[config.mk]
export PLATFORM = sky130hd
export DESIGN_NAME = halflife_decay_driver
export DESIGN_NICKNAME = d
export VERILOG_FILES = /design/src/rtl/halflife_decay_driver.sv
export SDC_FILE = /design/constraint.sdc
export NUM_CORES = 1
export LEC_CHECK = 0
export ABC_AREA = 1
export CAP_MARGIN = 25
export CORE_ASPECT_RATIO = 1.1
export CORE_MARGIN = 2
export CORE_UTILIZATION = 30
export DETAILED_ROUTE_END_ITERATION = 16
export PLACE_DENSITY = 0.57
export SYNTH_ARGS = -nofsm -noshare
export SYNTH_HDL_FRONTEND = slang
export SYNTH_SLANG_ARGS = --single-unit
export TNS_END_PERCENT = 10
[constraint.sdc]
create_clock -name clk -period 3.95 [get_ports clk]
set_input_delay 0.79 -clock clk [delete_from_list [all_inputs] [get_ports clk]]
set_output_delay 0.79 -clock clk [all_outputs]
set_load 0.005 [all_outputs]
[src/rtl/halflife_decay_driver.sv]
// ---------------------------------------------------------------------------
// halflife_decay_driver
//
// Control-side driver for the half-life up/down/load counter. It loads an
// initial count into the counter, then after every programmable period issues
// a back-to-back burst of single-cycle down strobes. Each burst removes
// ceil(count/2), which leaves floor(count/2). Bursts repeat until the count
// reaches zero. A shadow copy of the counter value and the number of completed
// half-lives are kept and reported.
//
// Ports
//   clk       in   1   clock, rising edge
//   rst       in   1   asynchronous reset, active-low
//   start     in   1   begin a run (only looked at in IDLE)
//   abort     in   1   cancel the run in progress (LOAD/WAIT/BURST only)
//   init      in   N   initial count, captured with start
//   period    in   PW  cycles per half-life, captured with start (0 acts as 1)
//   load      out  1   counter load strobe
//   up        out  1   counter up strobe, always 0
//   down      out  1   counter down strobe
//   ld_val    out  N   counter load value, 0 unless load=1
//   shadow    out  N   modelled counter value
//   halvings  out  N   completed half-lives in the current/last run
//   busy      out  1   high in LOAD, WAIT and BURST
//   done      out  1   one-cycle pulse when a run completes
// ---------------------------------------------------------------------------
module halflife_decay_driver #(
  parameter int N  = 4,
  parameter int PW = 8
) (
  input  logic          clk,
  input  logic          rst,
  input  logic          start,
  input  logic          abort,
  input  logic [N-1:0]  init,
  input  logic [PW-1:0] period,
  output logic          load,
  output logic          up,
  output logic          down,
  output logic [N-1:0]  ld_val,
  output logic [N-1:0]  shadow,
  output logic [N-1:0]  halvings,
  output logic          busy,
  output logic          done
);

  typedef enum logic [2:0] {
    S_IDLE  = 3'd0,
    S_LOAD  = 3'd1,
    S_WAIT  = 3'd2,
    S_BURST = 3'd3,
    S_DONE  = 3'd4
  } state_t;

  localparam logic [N-1:0]  ZERO_N  = {N{1'b0}};
  localparam logic [N-1:0]  ONE_N   = N'(1'b1);
  localparam logic [PW-1:0] ZERO_PW = {PW{1'b0}};
  localparam logic [PW-1:0] ONE_PW  = PW'(1'b1);

  // Number of down strobes that take v to floor(v/2).
  function automatic logic [N-1:0] ceil_half(input logic [N-1:0] v);
    return v - {1'b0, v[N-1:1]};
  endfunction

  state_t        state_r, state_s;
  logic [N-1:0]  init_r, init_s;
  logic [PW-1:0] period_r, period_s;
  logic [PW-1:0] timer_r, timer_s;
  logic [N-1:0]  remaining_r, remaining_s;
  logic [N-1:0]  shadow_r, shadow_s;
  logic [N-1:0]  halvings_r, halvings_s;
  logic          load_r, load_s;
  logic          down_r, down_s;
  logic          busy_r, busy_s;
  logic          done_r, done_s;
  logic [N-1:0]  ld_val_r, ld_val_s;
  logic [PW-1:0] reload_s;

  // A zero period is stretched to one cycle so every WAIT lasts at least once.
  assign reload_s = (period_r == ZERO_PW) ? ONE_PW : period_r;

  // Next-state, datapath and strobe decode; strobes are derived from the next
  // state so that they can be flopped and appear in the state they belong to.
  always_comb begin
    state_s     = state_r;
    init_s      = init_r;
    period_s    = period_r;
    timer_s     = timer_r;
    remaining_s = remaining_r;
    shadow_s    = shadow_r;
    halvings_s  = halvings_r;

    case (state_r)
      S_IDLE: begin
        if (start) begin
          state_s    = S_LOAD;
          init_s     = init;
          period_s   = period;
          halvings_s = ZERO_N;
        end else begin
          state_s = S_IDLE;
        end
      end

      S_LOAD: begin
        // The load strobe is already out this cycle, so the counter now holds
        // init even if the run is being aborted.
        shadow_s = init_r;
        if (abort) begin
          state_s = S_IDLE;
        end else if (init_r == ZERO_N) begin
          state_s = S_DONE;
        end else begin
          state_s = S_WAIT;
          timer_s = reload_s;
        end
      end

      S_WAIT: begin
        if (abort) begin
          state_s = S_IDLE;
        end else if (timer_r <= ONE_PW) begin
          remaining_s = ceil_half(shadow_r);
          state_s     = S_BURST;
        end else begin
          timer_s = timer_r - ONE_PW;
        end
      end

      S_BURST: begin
        // The down strobe of this cycle completes regardless of abort.
        shadow_s    = shadow_r - ONE_N;
        remaining_s = remaining_r - ONE_N;
        if (abort) begin
          state_s = S_IDLE;
        end else if (remaining_r <= ONE_N) begin
          halvings_s = halvings_r + ONE_N;
          if (shadow_r == ONE_N) begin
            state_s = S_DONE;
          end else begin
            state_s = S_WAIT;
            timer_s = reload_s;
          end
        end else begin
          state_s = S_BURST;
        end
      end

      S_DONE: begin
        state_s = S_IDLE;
      end

      default: begin
        state_s = S_IDLE;
      end
    endcase

    load_s   = (state_s == S_LOAD);
    down_s   = (state_s == S_BURST);
    done_s   = (state_s == S_DONE);
    busy_s   = (state_s == S_LOAD) || (state_s == S_WAIT) || (state_s == S_BURST);
    ld_val_s = load_s ? init_s : ZERO_N;
  end

  // State, datapath and registered strobe outputs.
  always_ff @(posedge clk or negedge rst) begin
    if (!rst) begin
      state_r     <= S_IDLE;
      init_r      <= ZERO_N;
      period_r    <= ZERO_PW;
      timer_r     <= ZERO_PW;
      remaining_r <= ZERO_N;
      shadow_r    <= ZERO_N;
      halvings_r  <= ZERO_N;
      load_r      <= 1'b0;
      down_r      <= 1'b0;
      busy_r      <= 1'b0;
      done_r      <= 1'b0;
      ld_val_r    <= ZERO_N;
    end else begin
      state_r     <= state_s;
      init_r      <= init_s;
      period_r    <= period_s;
      timer_r     <= timer_s;
      remaining_r <= remaining_s;
      shadow_r    <= shadow_s;
      halvings_r  <= halvings_s;
      load_r      <= load_s;
      down_r      <= down_s;
      busy_r      <= busy_s;
      done_r      <= done_s;
      ld_val_r    <= ld_val_s;
    end
  end

  assign load     = load_r;
  assign up       = 1'b0;
  assign down     = down_r;
  assign ld_val   = ld_val_r;
  assign shadow   = shadow_r;
  assign halvings = halvings_r;
  assign busy     = busy_r;
  assign done     = done_r;

endmodule

==> run_results.csv, run 1 <==
group,metric,value,unit
run_status,status,"finished clean",
power_and_ir_drop,total_power,2.16,mW
synth,netlist_top_cells_area,"dfrtp_1, nand2_1, inv_1, ha_1, o21ai_0",
synth,seq_area_frac_synth,44.5,%
synth,async_flop_share,100,%
clock_tree,cts_setup_buffers,0,
timing,grt_setup_unrepaired,"no",
timing,fin_crit,2.14,ns
timing,max_slew_margin,64.1,%
synth,ys_top_cells_by_count,"nand2_1, inv_1, dfrtp_1",
synth,avgSynthCellArea,7.68,um^2
floorplanning,dieArea,0.00880,mm^2
critical_path,timing.critical_path.from_type,"flop",
synth,synth_area,0.00242,mm^2
critical_path,crit_type,"reg2out",
power_and_ir_drop,power.leakage,1.49,nW
critical_path,critPathRequiredTime,3.16,ns
clock_tree,clk_latency,0.30,ns
finish,area_growth_syn_to_layout,22.2,%
clock_tree,cts_root_buffer,"clkbuf_8",
clock_tree,cts_max_level,2,
timing,max_freq,0.468,GHz
timing,maxSlewViolCount,0,
critical_path,rrSetupSlack,2.16,ns
critical_path,critPathSlowestCell,"clkdlybuf4s50_1",
finish,drive_above_1_share,5.43,%
global_routing,grt_pass1_vias,1914,
clock_tree,cts_max_path_buffers,2,
critical_path,cp_cell_sequence,"clkdlybuf4s50_1",
clock_tree,cts.hold.buffers_added,0,
floorplanning,rows,34,
timing,clock_skew,0.0103,ns
critical_path,reg2reg_from,"remaining_r[0]",
detailed_routing,drt_pre_antenna_iters,7,
global_routing,grt_use_total,12.7,%
placed_design,finalWeightedCongestion,0.854,
critical_path,r2r_cells,9,
floorplanning,die_height,98.2,um
detailed_routing,finalWirelength,5.12,mm
global_routing,grt_max_degree,44,
detailed_routing,wire_per_inst,11.2,um
placed_design,placed_cell_area,0.00282,mm^2
detailed_routing,ant_nets,0,
synth,yosysMostFrequentCell,"nand2_1",
floorplanning,coreArea,0.00787,mm^2
finish,final_area,0.00296,mm^2
detailed_routing,via_per_inst,4.41,
synth,synthCells,315,
critical_path,r2r_end,"halvings[2]",
placed_design,port_buffers,31,
synth,synth-edff-count,0,
synth,yosysWarnings,0,
critical_path,cp_slowest_stage_delay,0.55,ns
power_and_ir_drop,ir_worst_vdd,0.215,mV
synth,synth_area_leader_cell,"dfrtp_1",
timing,worst_pin_slew,0.538,ns
timing,setup_tns,0,ns
synth,ys.flop_type,"dfrtp_1",
power_and_ir_drop,power.density,732,mW/mm^2
detailed_routing,drt_iter0_drc,188,
synth,ys_types,28,
finish,nNetsFinal,379,
critical_path,cpLargestDelayFamily,"buffers and inverters",
critical_path,critPathBufInv,1,
clock_tree,cts_num_sinks,43,
floorplanning,dieWidth,89.6,um
global_routing,grt_first_pass_wirelength,8.87,mm
global_routing,grt-ovfl-total,0,
synth,syn-num-nets,345,
floorplanning,io_pins,33,
synth,ys_ff_latch,43,
timing,finalHoldViolCount,0,
clock_tree,cts_tree,"built",
detailed_routing,drc,0,
critical_path,crit_path_max_fanout,6,
critical_path,cp_data_arrival_time,1.35,ns
clock_tree,cts_buffers,5,
finish,utilization,37.6,%
critical_path,endpoint_kind,"output port",
floorplanning,start_util,30.7,%
timing,final.period_utilization,54.1,%
synth,synth_top_area_share,44.5,%
global_routing,antenna_found_initial,0,
timing,setup_viol,0,
finish,diodes,0,
placed_design,dpl.hpwl,3.78,mm
flow_run,maxCapViolCount,0,
min_path,hp-class,"in2async",
clock_tree,clk_pin_slew_worst_paths,0.09,ns
clock_tree,cts_repair_resize_count,0,
detailed_routing,vias,2018,
routing by layer:
layer | vias up | GRT usage, % | share of wire [%]
met1 | 926 | 18.6 | 50
met2 | 35 | 18.6 | 44
met5 | - | 0 | 0
li1 | 1051 | - | -
met4 | 0 | 3.79 | 1.2
met3 | 6 | 2.96 | 4.3
registers in the layout, indices dropped and copies added, names as in the netlist:
| name | flops |
|---|---|
| down | 1 |
| halvings | 4 |
| remaining_r | 4 |
| load | 1 |
| busy | 1 |
| state_r | 3 |
| shadow | 4 |
| done | 1 |
| period_r | 8 |
| timer_r | 8 |
| ld_val | 4 |
| init_r | 4 |
power breakdown:
part | total (mW) | switching, mW | internal (mW)
sequential | 0.752 | 0.141 | 0.611
combinational | 1.05 | 0.638 | 0.416
clock | 0.358 | 0.154 | 0.205
metrics by stage:
step	hold slack, ns	cells	setup slack [ns]
2_1_floorplan	0.442	315	2.33
3_3_place_gp	0.459	449	1.61
3_5_place_dp	0.463	449	1.62
4_1_cts	0.484	457	1.80
5_1_grt	0.279	458	1.75
6_report	0.303	458	1.81
placed cells by master (no fill, tap or decap), drive strengths merged, types with 2 or more instances in the layout:
master,instances
clkdlybuf4s50,30
o21ai,25
inv,47
dfrtp,43
o21bai,2
buf,2
a22oi,2
clkbuf,6
nand2,96
xnor2,2
xor2,4
nor2,35
ha,13
nand3,24
nand4,4
a21oi,7
how the worst max path moves through the flow:
stage	slack, ns	from	to	cells past startpoint
global placement	1.61	start	period_r[3]	4
detailed placement	1.62	start	period_r[2]	4
global route	1.75	shadow[2]	shadow[2]	1
finish	1.81	shadow[2]	shadow[2]	1
CTS	1.80	shadow[2]	shadow[2]	1
floorplan	2.33	abort	timer_r[0]	8
cells by family (layout without fill, tap and decap cells):
logic type / after synthesis / count (layout) / synth area share [%]
AOI/OAI and AO/OA: 38 / 38 / 8.64
xor gates and xnor gates: 6 / 6 / 2.17
adders and majority gates: 14 / 14 / 7.55
buffers and inverters: 52 / 87 / 8.95
DFF: 43 / 43 / 44.5
other: 1 / 1 / 0.155
and+or+nand+nor: 161 / 161 / 28.0
layout make-up:
type | count | area, um^2
flip-flops and latches | 43 | 1080
inverters | 47 | 176
clock buffers | 6 | 82.6
well taps | 108 | 135
multi-input cells | 220 | 1130
fillers | 812 | 4910
repair buffers | 32 | 325
clock inverters | 2 | 35.0
(Power assumes the default switching activity.)
==> inputs of run 2 (changes only) <==
==> constraint.sdc (replaced) <==
create_clock -name clk -period 2.11 [get_ports clk]
set_input_delay 0.422 -clock clk [delete_from_list [all_inputs] [get_ports clk]]
set_output_delay 0.422 -clock clk [all_outputs]
set_load 0.005 [all_outputs]
==> run 2 against run 1 <==
  * Via count increased by 1.5%
  * Largest cell class unchanged
  * Clock-buffer cell count is 1 lower
  * Sequential power up 88%
  * Final area fell by 0.47%
  * Hold slack worse by 0.21 ns
==> run_results.csv, run 2 (same netlist as run 1, synthesis figures left out) <==
group,metric,value,unit
run_status,status,"finished clean",
detailed_routing,drt_iter0_drc,124,
timing,finalHoldViolCount,0,
clock_tree,clk_pin_slew_worst_paths,0.09,ns
timing,clock_skew,0.00879,ns
timing,final.period_utilization,85.4,%
timing,grt_setup_unrepaired,"no",
critical_path,cp_data_arrival_time,1.99,ns
clock_tree,cts_root_buffer,"clkbuf_8",
critical_path,critPathRequiredTime,2.30,ns
power_and_ir_drop,clkPwrFrac,13.4,%
finish,mostFrequentLayoutCells,"nand2_1, inv_1, dfrtp_1",
detailed_routing,drc,0,
power_and_ir_drop,power.density,1350,mW/mm^2
floorplanning,rows,34,
placed_design,pre_cts_ws,0.223,ns
power_and_ir_drop,seqPwrFrac,35.6,%
finish,top_regs,"period_r (8), timer_r (8)",
clock_tree,clk_latency,0.30,ns
flow_run,maxCapViolCount,0,
detailed_routing,via_per_inst,4.45,
clock_tree,cts_num_sinks,43,
finish,drive_above_1_share,5.97,%
global_routing,grt_use_total,13.0,%
timing,max_freq,0.555,GHz
finish,nNetsFinal,381,
finish,area_growth_syn_to_layout,21.7,%
critical_path,timing.critical_path.from_type,"flop",
power_and_ir_drop,p_sw_share,44.9,%
critical_path,crit_type,"reg2reg",
finish,utilization,37.4,%
power_and_ir_drop,power.leakage,1.48,nW
timing,setup_tns,0,ns
placed_design,port_buffers,31,
detailed_routing,wire_per_inst,11.4,um
finish,diodes,0,
placed_design,finalWeightedCongestion,0.816,
timing,setup_ws,0.309,ns
clock_tree,cts.hold.buffers_added,0,
timing,maxSlewViolCount,0,
floorplanning,io_pins,33,
global_routing,grt_first_pass_wirelength,9.06,mm
clock_tree,cts_buffers,5,
finish,final_area,0.00294,mm^2
finish,fin_cells,460,
placed_design,place.detailed.instances,452,
detailed_routing,finalWirelength,5.24,mm
min_path,hp-class,"in2async",
placed_design,dpl.hpwl,3.94,mm
detailed_routing,vias,2049,
power_and_ir_drop,combPwrFrac,51.0,%
finish,filler_cell_count,825,
global_routing,grt-ovfl-total,0,
global_routing,grt_max_degree,24,
clock_tree,cts_tree,"built",
critical_path,reg2reg_from,"timer_r[0]",
power_and_ir_drop,ir_worst_vdd,0.449,mV
clock_tree,cts_max_level,2,
timing,setup_viol,0,
global_routing,antenna_found_initial,0,
finish,ff_latch_area,0.00108,mm^2
clock_tree,cts_setup_buffers,0,
global_routing,grt_pass1_vias,1928,
placed_design,placed_cell_area,0.00285,mm^2
timing,fin_crit,1.80,ns
floorplanning,dieWidth,89.6,um
floorplanning,start_util,30.7,%
critical_path,startpoint,"timer_r[0]",
critical_path,endpoint_kind,"flop",
floorplanning,coreArea,0.00787,mm^2
power_and_ir_drop,p_sw,1.78,mW
finish,multi_input_area,0.00113,mm^2
detailed_routing,ant_nets,0,
clock_tree,cts_repair_resize_count,0,
floorplanning,die_height,98.2,um
floorplanning,dieArea,0.00880,mm^2
detailed_routing,drt_pre_antenna_iters,4,
finish,final_common_cell,"nand2_1",
critical_path,crit_path_max_fanout,6,
clock_tree,cts_max_path_buffers,2,
timing,worst_pin_slew,0.534,ns
power_and_ir_drop,internal-power,2.18,mW
timing,max_slew_margin,64.4,%
==> run 2: changes by cell type in the layout (fill, tap and decap cells not counted), sizes merged <==
cell / before / now
buf: 2 / 4
bufinv: 1 / 0
clkbuf: 6 / 5
clkinvlp: 0 / 2
==> run 2: area by class of cell <==
class	instances	area share (%)
clock inverters	3	0.680
flip-flops and latches	43	36.6
multi-input cells	220	38.3
well taps	108	4.59
clock buffers	5	2.34
repair buffers	34	11.6
inverters	47	5.99
==> run 2: routing by layer <==
| layer | vias up | part of all wire [%] | GRT usage, % |
|---|---|---|---|
| li1 | 1055 | - | - |
| met1 | 950 | 50 | 18.8 |
| met2 | 38 | 44 | 19.0 |
| met3 | 6 | 4.1 | 3.21 |
| met4 | 0 | 1.5 | 4.25 |
| met5 | - | 0 | 0 |
==> run 2: worst max-delay path, stage by stage, from the launching register on <==
cell and delay (ns):
dfrtp_1 0.43, inv_1 0.17, ha_1 0.29, nor2_1 0.06, nor2_1 0.21, nand4_1 0.16, nand2_1 0.19, inv_1 0.08
nand2_1 0.06, nand2_1 0.05
==> run 2: path summary, 6_finish.rpt <==
check	endpoint	slack (ns)	cells past startpoint
max	remaining_r[1]	0.31	9
min	load	0.09	1
max reg2reg	remaining_r[1]	0.31	9
min reg2reg	remaining_r[1]	0.50	2
max in group asynchronous	shadow[3]	1.51	2
min in group clk	remaining_r[1]	0.50	2
==> run 2: stage by stage <==
stage / hold slack (ns) / total power, mW
6_report: 0.0913 / 3.96
5_1_grt: 0.115 / 4.40
4_1_cts: 0.101 / 4.00
3_5_place_dp: 0.436 / 3.44
3_3_place_gp: 0.435 / 3.41
2_1_floorplan: 0.126 / 2.83
==> run 2: power by group through the flow <==
stage	combinational, mW	sequential (mW)	clock, mW
final	2.02	1.41	0.530
after global routing	2.36	1.46	0.584
after CTS	2.03	1.41	0.556
after detailed placement	2.02	1.42	0
after global placement	1.99	1.42	0
after floorplan	1.47	1.36	0
